[config.mk]
export PLATFORM = sky130hd
export DESIGN_NAME = lsu_mem_initiator
export DESIGN_NICKNAME = d
export VERILOG_FILES = /design/src/rtl/lsu_mem_initiator.sv
export SDC_FILE = /design/constraint.sdc
export NUM_CORES = 1
export LEC_CHECK = 0
export CORE_MARGIN = 4
export CORE_UTILIZATION = 44
export DETAILED_ROUTE_END_ITERATION = 12
export HOLD_SLACK_MARGIN = 0.05
export PLACE_DENSITY = 0.93
export SETUP_SLACK_MARGIN = 0.1
export SLEW_MARGIN = 30
export SYNTH_ARGS = -nofsm -noshare
export SYNTH_HDL_FRONTEND = slang
export SYNTH_SLANG_ARGS = --single-unit
[constraint.sdc]
create_clock -name clk -period 2.3 [get_ports clk]
set_clock_uncertainty 0.05 [all_clocks]
set_input_delay 0.46 -clock clk [delete_from_list [all_inputs] [get_ports clk]]
set_output_delay 0.46 -clock clk [all_outputs]
set_load 0.05 [all_outputs]
[src/rtl/lsu_mem_initiator.sv]
// lsu_mem_initiator: RISC-V load/store unit issuing one access at a time to a word-wide, byte-enabled data memory.
// Optional MISALIGN_SPLIT_EN: misaligned accesses become legal; word-crossing ones are split into two bus transactions.
module lsu_mem_initiator #(
  parameter int ADDR_W = 32,
  parameter int DATA_W = 32
) (
  input  logic              clk,
  input  logic              rst_n,
  input  logic              req_valid,
  output logic              req_ready,
  input  logic              is_store,
  input  logic [2:0]        funct3,
  input  logic [ADDR_W-1:0] addr,
  input  logic [DATA_W-1:0] wr_data,
  output logic              done,
  output logic [DATA_W-1:0] rd_data,
  output logic              fault,
  output logic              mem_req,
  input  logic              mem_gnt,
  output logic              mem_we,
  output logic [ADDR_W-1:0] mem_addr,
  output logic [3:0]        mem_be,
  output logic [DATA_W-1:0] mem_wdata,
  input  logic              mem_rvalid,
  input  logic [DATA_W-1:0] mem_rdata
);

  typedef enum logic [2:0] {
    IDLE  = 3'd0,
    REQ   = 3'd1,
    WAIT  = 3'd2,
    FIN   = 3'd3
`ifdef MISALIGN_SPLIT_EN
    ,
    REQ2  = 3'd4,
    WAIT2 = 3'd5
`endif
  } state_t;

  state_t            state_q;
  logic              mem_req_q;
  logic              mem_we_q;
  logic [ADDR_W-1:0] mem_addr_q;
  logic [3:0]        mem_be_q;
  logic [DATA_W-1:0] mem_wdata_q;
  logic              done_q;
  logic              fault_q;
  logic [DATA_W-1:0] rd_data_q;
  logic [2:0]        funct3_q;
  logic [1:0]        off_q;
  logic              store_q;
`ifdef MISALIGN_SPLIT_EN
  logic [DATA_W-1:0] lo_q;
  logic [3:0]        hi_be_q;
  logic [DATA_W-1:0] hi_wdata_q;
  logic              split_q;
  logic [7:0]        be8;
  logic [63:0]       wd64;
`endif

  logic [1:0]        off;
  logic [3:0]        lane_m;
  logic [DATA_W-1:0] wrep;
  logic              illegal;
  logic              misal;
  logic              bad;
  logic [3:0]        be_lo;
  logic [DATA_W-1:0] wd_lo;

  // Request decode on the raw core inputs; only consumed in IDLE.
  always_comb begin
    off     = addr[1:0];
    illegal = (funct3 == 3'b011) || (funct3[2:1] == 2'b11) || (is_store && funct3[2]);
    misal   = ((funct3[1:0] == 2'b01) && off[0]) ||
              ((funct3[1:0] == 2'b10) && (off != 2'b00));
    case (funct3[1:0])
      2'b00: begin
        lane_m = 4'b0001;
        wrep   = {4{wr_data[7:0]}};
      end
      2'b01: begin
        lane_m = 4'b0011;
        wrep   = {2{wr_data[15:0]}};
      end
      default: begin
        lane_m = 4'b1111;
        wrep   = wr_data;
      end
    endcase
`ifdef MISALIGN_SPLIT_EN
    // Lanes 7:4 of the 8-lane view belong to the following word.
    be8   = {4'b0000, lane_m} << off;
    wd64  = {32'd0, wr_data} << {off, 3'b000};
    be_lo = be8[3:0];
    wd_lo = misal ? wd64[31:0] : wrep;
    bad   = illegal;
`else
    be_lo = lane_m << off;
    wd_lo = wrep;
    bad   = illegal || misal;
`endif
  end

  logic [63:0]       rword;
  logic [31:0]       rsh;
  logic [DATA_W-1:0] ld_ext;

  // Merge (when split), shift the addressed bytes down, then extend.
  always_comb begin
`ifdef MISALIGN_SPLIT_EN
    rword = split_q ? {mem_rdata, lo_q} : {32'd0, mem_rdata};
`else
    rword = {32'd0, mem_rdata};
`endif
    rsh = 32'(rword >> {off_q, 3'b000});
    case (funct3_q)
      3'b000:  ld_ext = {{24{rsh[7]}}, rsh[7:0]};
      3'b001:  ld_ext = {{16{rsh[15]}}, rsh[15:0]};
      3'b100:  ld_ext = {24'd0, rsh[7:0]};
      3'b101:  ld_ext = {16'd0, rsh[15:0]};
      default: ld_ext = rsh;
    endcase
  end

  always_ff @(posedge clk or negedge rst_n) begin
    if (!rst_n) begin
      state_q     <= IDLE;
      mem_req_q   <= 1'b0;
      mem_we_q    <= 1'b0;
      mem_addr_q  <= '0;
      mem_be_q    <= 4'b0000;
      mem_wdata_q <= '0;
      done_q      <= 1'b0;
      fault_q     <= 1'b0;
      rd_data_q   <= '0;
      funct3_q    <= 3'b000;
      off_q       <= 2'b00;
      store_q     <= 1'b0;
`ifdef MISALIGN_SPLIT_EN
      lo_q        <= '0;
      hi_be_q     <= 4'b0000;
      hi_wdata_q  <= '0;
      split_q     <= 1'b0;
`endif
    end else begin
      done_q  <= 1'b0;
      fault_q <= 1'b0;
      case (state_q)
        IDLE: begin
          if (req_valid) begin
            funct3_q <= funct3;
            off_q    <= addr[1:0];
            store_q  <= is_store;
            if (bad) begin
              state_q   <= FIN;
              done_q    <= 1'b1;
              fault_q   <= 1'b1;
              rd_data_q <= '0;
            end else begin
              state_q     <= REQ;
              mem_req_q   <= 1'b1;
              mem_we_q    <= is_store;
              mem_addr_q  <= {addr[ADDR_W-1:2], 2'b00};
              mem_be_q    <= be_lo;
              mem_wdata_q <= wd_lo;
`ifdef MISALIGN_SPLIT_EN
              split_q    <= |be8[7:4];
              hi_be_q    <= be8[7:4];
              hi_wdata_q <= wd64[63:32];
`endif
            end
          end
        end
        REQ: begin
          if (mem_gnt) begin
            mem_req_q <= 1'b0;
            state_q   <= WAIT;
          end
        end
        WAIT: begin
          if (mem_rvalid) begin
`ifdef MISALIGN_SPLIT_EN
            if (split_q) begin
              lo_q        <= mem_rdata;
              state_q     <= REQ2;
              mem_req_q   <= 1'b1;
              mem_addr_q  <= mem_addr_q + ADDR_W'(4);
              mem_be_q    <= hi_be_q;
              mem_wdata_q <= hi_wdata_q;
            end else
`endif
            begin
              state_q   <= FIN;
              done_q    <= 1'b1;
              rd_data_q <= store_q ? '0 : ld_ext;
            end
          end
        end
`ifdef MISALIGN_SPLIT_EN
        REQ2: begin
          if (mem_gnt) begin
            mem_req_q <= 1'b0;
            state_q   <= WAIT2;
          end
        end
        WAIT2: begin
          if (mem_rvalid) begin
            state_q   <= FIN;
            done_q    <= 1'b1;
            rd_data_q <= store_q ? '0 : ld_ext;
          end
        end
`endif
        FIN:     state_q <= IDLE;
        default: state_q <= IDLE;
      endcase
    end
  end

  assign req_ready = (state_q == IDLE);
  assign done      = done_q;
  assign fault     = fault_q;
  assign rd_data   = rd_data_q;
  assign mem_req   = mem_req_q;
  assign mem_we    = mem_we_q;
  assign mem_addr  = mem_addr_q;
  assign mem_be    = mem_be_q;
  assign mem_wdata = mem_wdata_q;

endmodule

==> impl_metrics.tcl <==
set metrics [dict create \
    regArea_um2 2750 \
    switching_power_mw 6.07 \
    final_util_pct 66.1 \
    synth_area_leaders "dfrtp_1 51%, mux2i_1 7.5%, mux2_2 7.2%" \
    synth_area_um2 5350 \
    fp-row-count 40 \
    comb_power_share_pct 60.2 \
    die_x_um 118 \
    clk_pin_slew_worst_paths_ns 0.07 \
    clkLatencyLatePin_ns 0.34 \
    async_flop_share_pct 100 \
    rsz0062_at_grt "false" \
    met1Wirelength_mm 6.15 \
    clockBufferDepth 2 \
    syn-instance-count 448 \
    post-place-cells 788 \
    finalSetupViolations 0 \
    synth_fa_ha_area_share_pct 0.935 \
    final_cells 804 \
    vias 4534 \
    cts_resized 0 \
    placed_cell_area_um2 7610 \
    grt_pass1_vias 4941 \
    yosysMostFrequentCell "dfrtp_1" \
    slew_viol_final 0 \
    p_leak_nw 3.45 \
    drive_gt1_share_pct 15.1 \
    relSlewSlack_pct 61.5 \
    synth.yosys.seq_area_share_pct 51.4 \
    hold_violations 0 \
    pwr-share-clk_pct 12.6 \
    synth.avg_cell_area_um2 11.9 \
    synth-simple-area-share_pct 7.11 \
    yosys.cell_types.count 46 \
    synthTopCellsByCount "110 x dfrtp_1, 41 x nand2_1, 40 x mux2i_1" \
    critPathMaxFanout 2 \
    synthFlopType "dfrtp_1" \
    post_cts_buffers 0 \
    setup_ws_ns 0.226 \
    drt_iter0_drc 349 \
    ant_nets 0 \
    synth-edff-count 0 \
    wl_mm 15.8 \
    multiInputGateArea_um2 2370 \
    cts_htree_levels 3 \
    critical_path_class "reg -> out" \
    power.sequential.fraction_pct 27.2 \
    p_int_mw 6.49 \
    wl_per_cell_um 19.6 \
    worstPathArrival_ns 1.56 \
    cts.sinks 110 \
    initial_core_util_pct 44.7 \
    hold_class "in -> async" \
    antenna_found_initial 0 \
    crit_path_cell_trace "clkdlybuf4s50_1" \
    cts_hold_buf 0 \
    path_delay_family "buffers and inverters" \
    cts-root-buf "clkbuf_16" \
    drt_pass1_iterations 4 \
    max-vdd-ir-drop_v 0.00104 \
    cp_num_buf_inv 1 \
    dp_hpwl_mm 11.8 \
    period_needed_ns 2.07 \
    synth_top_area_cell "dfrtp_1" \
    grt_usage_pct 22.7 \
    grt_pass1_wl_mm 26.0 \
    portBuffers 207 \
    core_area_um2 12000 \
    drcViolationCount 0 \
    cp.required_ns 1.79 \
    p_sw_share_pct 48.4 \
    ys_ff_latch 110 \
    synth_xor_area_share_pct 0 \
    design_area_um2 7910 \
    chipHeight_um 118 \
    area_growth_pct 47.8 \
    worst_setup_path_end_kind "output port" \
    final_nets 761 \
    dp_slack_ns -0.0212 \
    yosys_warnings 0 \
    start_kind "flip-flop" \
    slowest_delay_ns 0.83 \
    fin_crit_sh_pct 90.2 \
    antenna_cells 0 \
    power_density_nw_per_um2 1590 \
    synth_top_area_share_pct 51.4 \
    place_congestion 0.822 \
    maxCapViolations 0 \
    grt_max_degree 111 \
    cts_buffers 9 \
    cts_tree "done" \
    ios 210 \
    vias_per_cell 5.64 \
    rrSetupSlack_ns 0.42 \
    die_area_um2 14000 \
    dr_wl_met3_mm 1.71 \
    routed.top_layer "met4" \
    nFillCells 872 \
    slowest_stage "clkdlybuf4s50_1" \
    grt_remaining_overflow 0 \
    synth-compound-area-share_pct 17.0 \
    route.met2.wl_mm 7.66 \
    synth_top_family_by_area "multiplexers" \
    synthMuxAreaShare_pct 19.0 \
    fmax_ghz 0.482 \
    outcome "finished clean" \
    tightestPinTransition_ns 0.578 \
]
[power by group through the flow]
stage               Combinational, mW  Sequential, mW  Clock [mW]
finish                           7.57            3.42        1.58
global route                     7.94            3.54        1.69
CTS                              7.60            3.42        1.62
detailed placement               7.58            3.44           0
global placement                 7.41            3.38           0
floorplan                        2.23            6.16           0
[layout by cell type (no fill, tap or decap), types with 5 or more instances in the layout]
master and instances:
clkdlybuf4s50_1 205, a32o_1 7, mux2_2 34, nor2_1 13, inv_1 5, o22ai_1 10, a211o_1 7, a21oi_1 17
nand2_1 41, dfrtp_1 110, nor2b_1 11, mux2_4 14, o21ai_0 27, buf_4 20, a22o_1 18, mux2i_1 40
clkbuf_16 9, o2bb2ai_1 22
[sequential cells by signal, summed over array words and instances (netlist names)]
signal,count
mem_we,1
mem_wdata,32
mem_addr,30
fault,1
funct3_q,3
store_q,1
off_q,2
mem_req,1
done,1
rd_data,32
state_q,2
mem_be,4
[per-stage QoR]
stage / total power, mW / setup TNS [ns] / hold WS [ns]
3_3_place_gp: 10.8 / 0 / 0.412
4_1_cts: 12.6 / 0 / 0.164
2_1_floorplan: 8.39 / 0 / 0.114
5_1_grt: 13.2 / 0 / 0.194
3_5_place_dp: 11.0 / -0.0217 / 0.419
6_report: 12.6 / 0 / 0.152
[logic make-up (layout without fill, tap and decap cells)]
group | count (synthesis) | after routing
muxes | 89 | 89
buffers and inverters | 42 | 250
and+or+nand+nor | 79 | 79
other | 1 | 2
DFF | 110 | 110
AOI/OAI and AO/OA | 123 | 123
adders and majority gates | 4 | 4
[per-layer routing]
layer	global-route usage (%)	vias up
li1	-	2045
met1	27.4	2238
met2	37.5	235
met3	8.76	16
met4	7.18	0
met5	0	-
[layout make-up]
cell class,count,area share (%)
clock buffer,11,3.07
clock inverter,5,0.743
inverter,5,0.237
multi-input combinational,297,30.0
sequential,110,34.8
tap,147,2.32
timing repair buffer,229,28.8
[path summary, 6_finish.rpt]
path | start | endpoint | depth (start not counted)
min | rst_n | done | 2
min reg2reg | mem_wdata[25] | mem_wdata[25] | 2
max in group asynchronous | rst_n | mem_wdata[8] | 2
min in group clk | mem_wdata[25] | mem_wdata[25] | 2
max | mem_wdata[8] | mem_wdata[8] | 1
max reg2reg | state_q[0] | mem_addr[14] | 6
Power figures use the tool's default switching activity.
